**config.mk**
```make
export PLATFORM = sky130hd
export DESIGN_NAME = microwave_ctrl_gen_flat
export DESIGN_NICKNAME = d
export VERILOG_FILES = /design/src/rtl/microwave_ctrl_gen_if.sv /design/src/rtl/microwave_ctrl_gen.sv /design/src/flat_wrapper.sv
export SDC_FILE = /design/constraint.sdc
export NUM_CORES = 1
export LEC_CHECK = 0
export ABC_AREA = 1
export BUFFER_PORTS_ARGS = -buffer_cell sky130_fd_sc_hd__buf_4
export CAP_MARGIN = 20
export CORE_MARGIN = 2
export CORE_UTILIZATION = 33
export CTS_CLUSTER_SIZE = 30
export DETAILED_ROUTE_END_ITERATION = 16
export PLACE_DENSITY = 0.56
export SYNTH_ARGS = -nofsm -noshare
export SYNTH_HDL_FRONTEND = slang
export SYNTH_SLANG_ARGS = --single-unit
```
**constraint.sdc**
```tcl
create_clock -name clock -period 1.85 [get_ports clock]
set_input_delay 0.185 -clock clock [delete_from_list [all_inputs] [get_ports clock]]
set_output_delay 0.185 -clock clock [all_outputs]
set_load 0.01 [all_outputs]
```
**src/rtl/microwave_ctrl_gen_if.sv**
```systemverilog
// microwave_ctrl_gen_if: keypad/button inputs and display/drive outputs of the microwave controller
interface microwave_ctrl_gen_if #(
  parameter int MIN_DIGITS = 1
);
  logic [9:0] key;
  logic startn;
  logic stopn;
  logic power_key;
  logic door_closed;
  logic [3:0] sec_ones;
  logic [3:0] sec_tens;
  logic [4*MIN_DIGITS-1:0] mins;
  logic [3:0] power;
  logic mag_on;
  logic beep;
  modport master (
    output key, startn, stopn, power_key, door_closed,
    input sec_ones, sec_tens, mins, power, mag_on, beep
  );
  modport slave (
    input key, startn, stopn, power_key, door_closed,
    output sec_ones, sec_tens, mins, power, mag_on, beep
  );
endinterface

```
**src/rtl/microwave_ctrl_gen.sv**
```systemverilog
// microwave_ctrl_gen: keypad entry, duty-cycled magnetron gating and BCD MM:SS countdown
module microwave_ctrl_gen #(
  parameter int TICK_DIV = 50_000_000,
  parameter int MIN_DIGITS = 1,
  parameter int BEEP_SECS = 3
) (
  input logic clock,
  input logic clearn,
  microwave_ctrl_gen_if.slave io
);
  localparam int TW = 4*MIN_DIGITS + 8;
  localparam int PW = $clog2(TICK_DIV);
  localparam int BW = $clog2(BEEP_SECS + 1);
  typedef enum logic [2:0] {IDLE, ENTRY, COOK, PAUSE, DONE} state_t;
  state_t state, state_d;
  logic [TW-1:0] tv, tv_d, tv_key, tv_dec;
  logic [4*MIN_DIGITS-1:0] mdec;
  logic [3:0] pwr, pwr_d, ph, ph_d, dig;
  logic [PW-1:0] pre, pre_d;
  logic [BW-1:0] bc, bc_d;
  logic [9:0] key_q;
  logic startn_q, stopn_q, pk_q;
  logic key_ev, start_ev, stop_ev, pwr_ev, run, tick, can_start;
  assign key_ev = key_q == '0 && $onehot(io.key);
  assign start_ev = !io.startn && startn_q;
  assign stop_ev = !io.stopn && stopn_q;
  assign pwr_ev = io.power_key && !pk_q;
  assign run = state == COOK || state == DONE;
  assign tick = run && pre == PW'(TICK_DIV - 1);
  assign can_start = start_ev && io.door_closed && tv != '0;
  always_comb begin
    dig = '0;
    for (int i = 0; i < 10; i++) if (io.key[i]) dig = 4'(i);
  end
  // minutes borrow chain: a zero nibble becomes 9 and passes the borrow upward
  always_comb begin : dec
    logic b;
    b = 1'b1;
    mdec = '0;
    for (int i = 0; i < MIN_DIGITS; i++) begin
      mdec[4*i+:4] = !b ? tv[8+4*i+:4] : tv[8+4*i+:4] == 4'd0 ? 4'd9 : tv[8+4*i+:4] - 4'd1;
      b = b && tv[8+4*i+:4] == 4'd0;
    end
  end
  assign tv_key = {tv[TW-5:0], dig};
  assign tv_dec = tv[3:0] != 4'd0 ? {tv[TW-1:4], tv[3:0] - 4'd1} :
                  tv[7:4] != 4'd0 ? {tv[TW-1:8], tv[7:4] - 4'd1, 4'd9} : {mdec, 8'h59};
  always_comb begin
    state_d = state;
    tv_d = tv;
    pwr_d = pwr;
    ph_d = ph;
    bc_d = bc;
    pre_d = run ? (tick ? '0 : pre + 1'b1) : pre;
    case (state)
      IDLE, ENTRY: begin
        if (stop_ev) begin
          state_d = IDLE;
          tv_d = '0;
          pwr_d = 4'd10;
        end else if (can_start) begin
          state_d = COOK;
          pre_d = '0;
          ph_d = '0;
        end else if (pwr_ev) pwr_d = pwr == 4'd1 ? 4'd10 : pwr - 4'd1;
        else if (key_ev) begin
          state_d = ENTRY;
          tv_d = tv_key;
        end
      end
      COOK: begin
        if (!io.door_closed || stop_ev) state_d = PAUSE;
        else if (tick) begin
          tv_d = tv_dec;
          ph_d = ph == 4'd9 ? '0 : ph + 4'd1;
          if (tv_dec == '0) begin
            state_d = DONE;
            pre_d = '0;
            bc_d = '0;
          end
        end
      end
      PAUSE: begin
        if (stop_ev) begin
          state_d = IDLE;
          tv_d = '0;
          pwr_d = 4'd10;
        end else if (can_start) begin
          state_d = COOK;
          pre_d = '0;
          ph_d = '0;
        end
      end
      DONE: begin
        if (key_ev || start_ev || stop_ev) state_d = IDLE;
        else if (tick) begin
          bc_d = bc + 1'b1;
          if (bc == BW'(BEEP_SECS - 1)) state_d = IDLE;
        end
      end
      default: state_d = IDLE;
    endcase
  end
  always_ff @(posedge clock or negedge clearn)
    if (!clearn) begin
      state <= IDLE;
      tv <= '0;
      pwr <= 4'd10;
      ph <= '0;
      pre <= '0;
      bc <= '0;
      key_q <= '0;
      startn_q <= 1'b1;
      stopn_q <= 1'b1;
      pk_q <= 1'b0;
    end else begin
      state <= state_d;
      tv <= tv_d;
      pwr <= pwr_d;
      ph <= ph_d;
      pre <= pre_d;
      bc <= bc_d;
      key_q <= io.key;
      startn_q <= io.startn;
      stopn_q <= io.stopn;
      pk_q <= io.power_key;
    end
  assign io.sec_ones = tv[3:0];
  assign io.sec_tens = tv[7:4];
  assign io.mins = tv[TW-1:8];
  assign io.power = pwr;
  assign io.beep = state == DONE;
  assign io.mag_on = state == COOK && io.door_closed && ph < pwr;
endmodule

```
**src/flat_wrapper.sv**
```systemverilog
// flat-port wrapper written by rule: the top's interface ports become plain ports
module microwave_ctrl_gen_flat 
#(
  parameter int TICK_DIV = 50_000_000,
  parameter int MIN_DIGITS = 1,
  parameter int BEEP_SECS = 3
)
  (clock, clearn, io_key, io_startn, io_stopn, io_power_key, io_door_closed, io_sec_ones, io_sec_tens, io_mins, io_power, io_mag_on, io_beep);
  microwave_ctrl_gen_if #(.MIN_DIGITS(MIN_DIGITS)) io_i ();
  input logic clock;
  input logic clearn;
  input wire logic [$bits(io_i.key)-1:0] io_key;
  input wire logic [$bits(io_i.startn)-1:0] io_startn;
  input wire logic [$bits(io_i.stopn)-1:0] io_stopn;
  input wire logic [$bits(io_i.power_key)-1:0] io_power_key;
  input wire logic [$bits(io_i.door_closed)-1:0] io_door_closed;
  output wire logic [$bits(io_i.sec_ones)-1:0] io_sec_ones;
  output wire logic [$bits(io_i.sec_tens)-1:0] io_sec_tens;
  output wire logic [$bits(io_i.mins)-1:0] io_mins;
  output wire logic [$bits(io_i.power)-1:0] io_power;
  output wire logic [$bits(io_i.mag_on)-1:0] io_mag_on;
  output wire logic [$bits(io_i.beep)-1:0] io_beep;
  assign io_i.key = io_key;
  assign io_i.startn = io_startn;
  assign io_i.stopn = io_stopn;
  assign io_i.power_key = io_power_key;
  assign io_i.door_closed = io_door_closed;
  assign io_sec_ones = io_i.sec_ones;
  assign io_sec_tens = io_i.sec_tens;
  assign io_mins = io_i.mins;
  assign io_power = io_i.power;
  assign io_mag_on = io_i.mag_on;
  assign io_beep = io_i.beep;
  microwave_ctrl_gen #(.TICK_DIV(TICK_DIV), .MIN_DIGITS(MIN_DIGITS), .BEEP_SECS(BEEP_SECS)) u_core (.clock(clock), .clearn(clearn), .io(io_i));
endmodule
```
### Word-level counts from Yosys, hierarchy flattened

Cells that the tools add are included.
Widths: inputs -> output; s select.

* bits in registers: 64
* output and inout port bits: 18
* word-level logic and storage cells: 149

* add/subtract/negate cells: 16
* magnitude comparators: 1
* eq/ne operators: 28
* multiplexer cells: 59
* reductions and logical operators: 35

Operator list (count)
* $mux 26: 7
* $mux 12: 9
* $mux 4: 19
* $pmux 26 s2: 1
* $mux 3: 12
* $pmux 12 s3: 1
* $add 26x1->26 const B: 1
* $eq 26x26->1 const B: 1
* $ne 3x1->1 const B: 7
* $add 4x4->4: 4
* $pmux 4 s2: 2
* $sub 4x1->4 const B: 4
* $reduce_and 7->1: 2
* $logic_not 12->1: 1
* $pmux 3 s4: 1
* $reduce_bool 12->1: 1
* $add 1x1->2: 5
* $logic_not 10->1: 1
* $mux 2: 5
* $ne 2x1->1 const B: 5
* $logic_and 1x1->1: 9
* $eq 4x1->1 const B: 2
* $reduce_bool 4->1: 2
* $eq 3x2->1 const B: 2
* 24 further kinds: 35

### Longest topological paths before layout

* depth after elaboration: 14
* mapped depth: 22

### Worst setup path after synthesis

Ideal clock, no wire load.

* path kind: input -> register
* from: input port io_key[2]
* to: register u_core.tv[9]
* library setup time: 0.123 ns
* data arrival time: 3.217 ns
* slack: -1.490 ns
* stages: 17
* path buffers: 1
* cells stage by stage: inv_1 -> ha_1 -> inv_1 -> fa_1 -> fa_1 -> inv_1 -> fa_1 -> inv_1 -> fa_1 -> nand3_1 -> nor2_1 -> nand4_1 -> a21oi_1 -> nand3b_4 -> buf_6 -> nand2_1 -> o21ai_2

* longest elaborated chain between the ends: 8

RTL lines
* from (decl): line flat_wrapper.sv:12 `input wire logic [$bits(io_i.key)-1:0] io_key;`
* $add 1x1->2 (implied by the code): line microwave_ctrl_gen.sv:24 `assign key_ev = key_q == '0 && $onehot(io.key);`
* $add 4x4->4 (implied by the code) (3 in a row): line microwave_ctrl_gen.sv:24
* $eq 4x1->1: line microwave_ctrl_gen.sv:24
* $logic_and 1x1->1: line microwave_ctrl_gen.sv:24
* $ne 3x1->1 (no line)
* $reduce_and 7->1 (no line)
* to (signal assigned): line microwave_ctrl_gen.sv:118 `tv <= tv_d;`
* to (decl): line microwave_ctrl_gen.sv:16 `logic [TW-1:0] tv, tv_d, tv_key, tv_dec;`

Every way passes these cells.
A chain may end at the register's enable or synchronous reset.

### Final worst setup path

* from: input port io_key[1]
* to: register u_core.state[0]

* longest elaborated chain between the ends: 10
* elaborated cells between the ends (all ways): 14
* those cells by class: add/sub (4); eq/ne (4); mux (2); reduce/logical (4)

RTL lines
* $add 1x1->2 (implied by the code) *: line microwave_ctrl_gen.sv:24
* $add 4x4->4 (implied by the code) * (3 in a row): line microwave_ctrl_gen.sv:24
* $eq 4x1->1 *: line microwave_ctrl_gen.sv:24
* $logic_and 1x1->1 *: line microwave_ctrl_gen.sv:24
* $logic_or 1x1->1 (2 in a row): line microwave_ctrl_gen.sv:95 `if (key_ev || start_ev || stop_ev) state_d = IDLE;`
* $ne 3x1->1 (no line) / $mux 3 (equally long branches)
* $reduce_and 7->1 (no line) / $pmux 3 s4 (equally long branches)
* to (signal assigned): line microwave_ctrl_gen.sv:117 `state <= state_d;`
* to (decl): line microwave_ctrl_gen.sv:15 `state_t state, state_d;`

Every way passes the cells marked *; elsewhere a longest branch is shown, timed or not.

==> reports/metrics.yaml <==
status: "finished, violations left"
violations: "negative setup slack"
synthTopCellsByCount: "nand2_1, inv_1, nor2_1, dfrtp_1, nand3_1"
whs_path_depth: 2
place_area_um2: 5270
wl_per_cell_um: 12.3
vias: 4075
r2r-end: "u_core.state[0]$_DFFE_PN0P_"
final_hold_viol_count: 0
numCtsBuffers: 9
critPathArrivalTime_ps: 3330
grt_overflow_total: 0
finalWorstSetupSlack_ps: -1270
wl_met3_um: 376
grt.total_usage_pct: 16.9
clk_pin_slew_worst_paths_ps: 50
syn2layout_area_growth_pct: 43.7
grt_pass1_wl_um: 18100
core_area_um2: 12500
clock_latency_ps: 330
ff_latch_area_um2: 1610
die_w_um: 116
top_layer_used: "met4"
p_per_area_nw_per_um2: 1170
port_buffers: 33
fmax_mhz: 321
critPathBufInv: 6
drv_slew: 0
power_uw: 7030
syn_inst: 564
drive_gt1_share_pct: 33.4
initial_core_util_pct: 33.5
h-tree-depth: 3
n_antenna_cell: 0
wl_met2_um: 5180
grt_setup_unrepaired: "true"
first_pass_iters: 4
antenna_found_initial: 0
routed_wirelength_um: 10800
period_share_pct: 169
crit_chain: "buf_8 > ha_4 > inv_2 > fa_1 > fa_1 > inv_1 > fa_2 > inv_2 > fa_2 > nand3_2 > nor2_2 > nand4_1 > buf_4 > nand2_2 > nand2_1 > nand2_1 > nand2_1 > inv_2 > nand2_2 > nand2_2 > nand2_1"
place_congestion: 0.841
ys_warn_count: 0
synth-main-ff-cell: "dfrtp_1"
synth_cell_types: 38
synth_top_area_cell: "dfrtp_1"
cp_max_fo: 4
detail-route-antenna-nets: 0
drt_iter0_drc: 181
cp_common_cell: "nand2_1"
r2r_start: "u_core.state[1]$_DFFE_PN0P_"
p_leak_uw: 0.00305
cts.sinks: 64
wl_met1_um: 5030
cp_slowest_cell: "fa_1"
place_hpwl_um: 8010
grt_max_degree: 38
worstMarginPinSlew_ps: 412
min-delay-start: "io_key[1]"
die-area_um2: 13600
min_to: "u_core.key_q[1]$_DFF_PN0_"
critical-path-top-delay-family: "adder cells"
setup_viol_count_final: 18
worstRegToRegCells: 10
worstHoldPathType: "in2reg"
synth_seq_cells: 64
cts-root-buf: "clkbuf_16"
cts_tree: "built"
ys_seq_area_share_pct: 38.5
critPathRequiredTime_ps: 2060
chipHeight_um: 116
skew_ps: 11.4
grt_pass1_vias: 3991
cap_violations: 0
post-synth-top-count-cell: "nand2_1"
post-route-cell-area_um2: 5990
endpoint_kind: "register"
multi_input_area_um2: 2500
synth-edff-count: 0
drc: 0
final_nets: 740
synth_top_cell_area_share_pct: 36.0
max_stage_delay_ps: 540
via_per_inst: 4.66
critPathKind: "in2reg"
setup_tns_ps: -21200
rrSetupSlack_ps: -10
yosys-top-cells-area: "dfrtp_1, nand2_1, inv_1, nor2_1, ha_1"
slew_headroom_pct: 72.5
clock_path_buffers: 2
synth_nets: 605
io_pins: 34
ir_worst_vdd_mv: 0.809
crit_path_start_kind: "input port"
synthArstFlopShare_pct: 100
rows: 41
syn_area_um2: 4170
syn_avg_cell_area_um2: 7.39
fillers: 1200
final.min_clock_period_ps: 3120
## what timing repair did
action,CTS,global route
resized for setup,19,44
hold buffers,5,0
pin swaps,6,14
endpoints found under the hold margin,27,0
setup endpoints to repair,21,52
cloned,2,0
setup buffers,3,9
## layer usage
layer	GRT usage, %	vias up
li1	-	2094
met1	22.5	1903
met2	27.8	62
met3	3.06	16
met4	6.03	0
met5	0	-
## flip-flops by register name, summed over array words and instances (netlist names)
name	cells
u_core.bc	2
u_core.io.power	4
u_core.key_q	10
u_core.ph	4
u_core.pk_q	1
u_core.pre	26
u_core.startn_q	1
u_core.state	3
u_core.stopn_q	1
u_core.tv	12
## per-stage QoR
step,setup slack [ps],cells,hold WS [ps],util [%]
final,-1270,875,63.9,48.1
after CTS,-1310,866,62.0,46.1
after global placement,-1650,841,142,42.3
after global routing,-1440,875,56.7,48.1
after detailed placement,-1710,841,148,42.3
after floorplan,-1370,564,-111,-
## report_power, final
| part | switching (µW) | total, µW | internal (µW) |
|---|---|---|---|
| registers | 212 | 1870 | 1660 |
| clock network | 623 | 1770 | 1150 |
| logic | 1910 | 3390 | 1470 |
| total | 2750 | 7030 | 4280 |
## worst register-to-register path, cell delays in order (launching register included)
cell and delay [ps]:
dfrtp_2 450, o21ai_0 230, nand3_2 140, nor2_4 140
nand3_2 170, nor2_1 170, nand3_2 110, nand2_1 150
nand2_2 90, nand2_2 60, nand2_1 40
## cells by family (layout without fill, tap and decap cells)
| group | count (synthesis) | in the layout | share of synthesized area [%] |
|---|---|---|---|
| buf+inv | 93 | 230 | 8.61 |
| xor+xnor | 8 | 8 | 1.68 |
| compound gates | 60 | 60 | 8.91 |
| simple gates | 314 | 316 | 33.7 |
| flops | 64 | 64 | 38.5 |
| fa+ha+maj | 25 | 25 | 8.58 |
## cell usage in the layout (no fill, tap or decap), types with 5 or more instances in the layout
cell	instances
ha_1	14
nor2_2	10
xor2_1	7
dfrtp_1	56
nand4_1	13
nand2_1	135
nor2_4	6
nor3_1	9
buf_6	7
buf_4	110
dlygate4sd3_1	5
nand2_2	15
o21ai_0	13
nand3_2	12
o21ai_2	8
inv_1	73
nand3_1	30
a21oi_1	16
nor2_1	67
clkbuf_16	9
inv_2	13
## layout make-up
| cell class | count | share of cell area (%) |
|---|---|---|
| Clock inverter | 2 | 0.626 |
| Multi-Input combinational cell | 409 | 41.7 |
| Timing Repair Buffer | 125 | 16.8 |
| Inverter | 90 | 5.89 |
| Sequential cell | 64 | 26.9 |
| Tap cell | 172 | 3.59 |
| Clock buffer | 13 | 4.51 |
## how the worst max path moves through the flow
stage	cells after the start	end	from
after floorplan	16	u_core.tv[9]$_DFFE_PN0P_	io_key[1]
after global placement	16	u_core.tv[5]$_DFFE_PN0P_	io_key[1]
after detailed placement	16	u_core.tv[7]$_DFFE_PN0P_	io_key[1]
after CTS	16	u_core.tv[7]$_DFFE_PN0P_	io_key[1]
after global routing	21	u_core.state[0]$_DFFE_PN0P_	io_key[1]
final	21	u_core.state[0]$_DFFE_PN0P_	io_key[1]
Power figures use the tool's default switching activity.
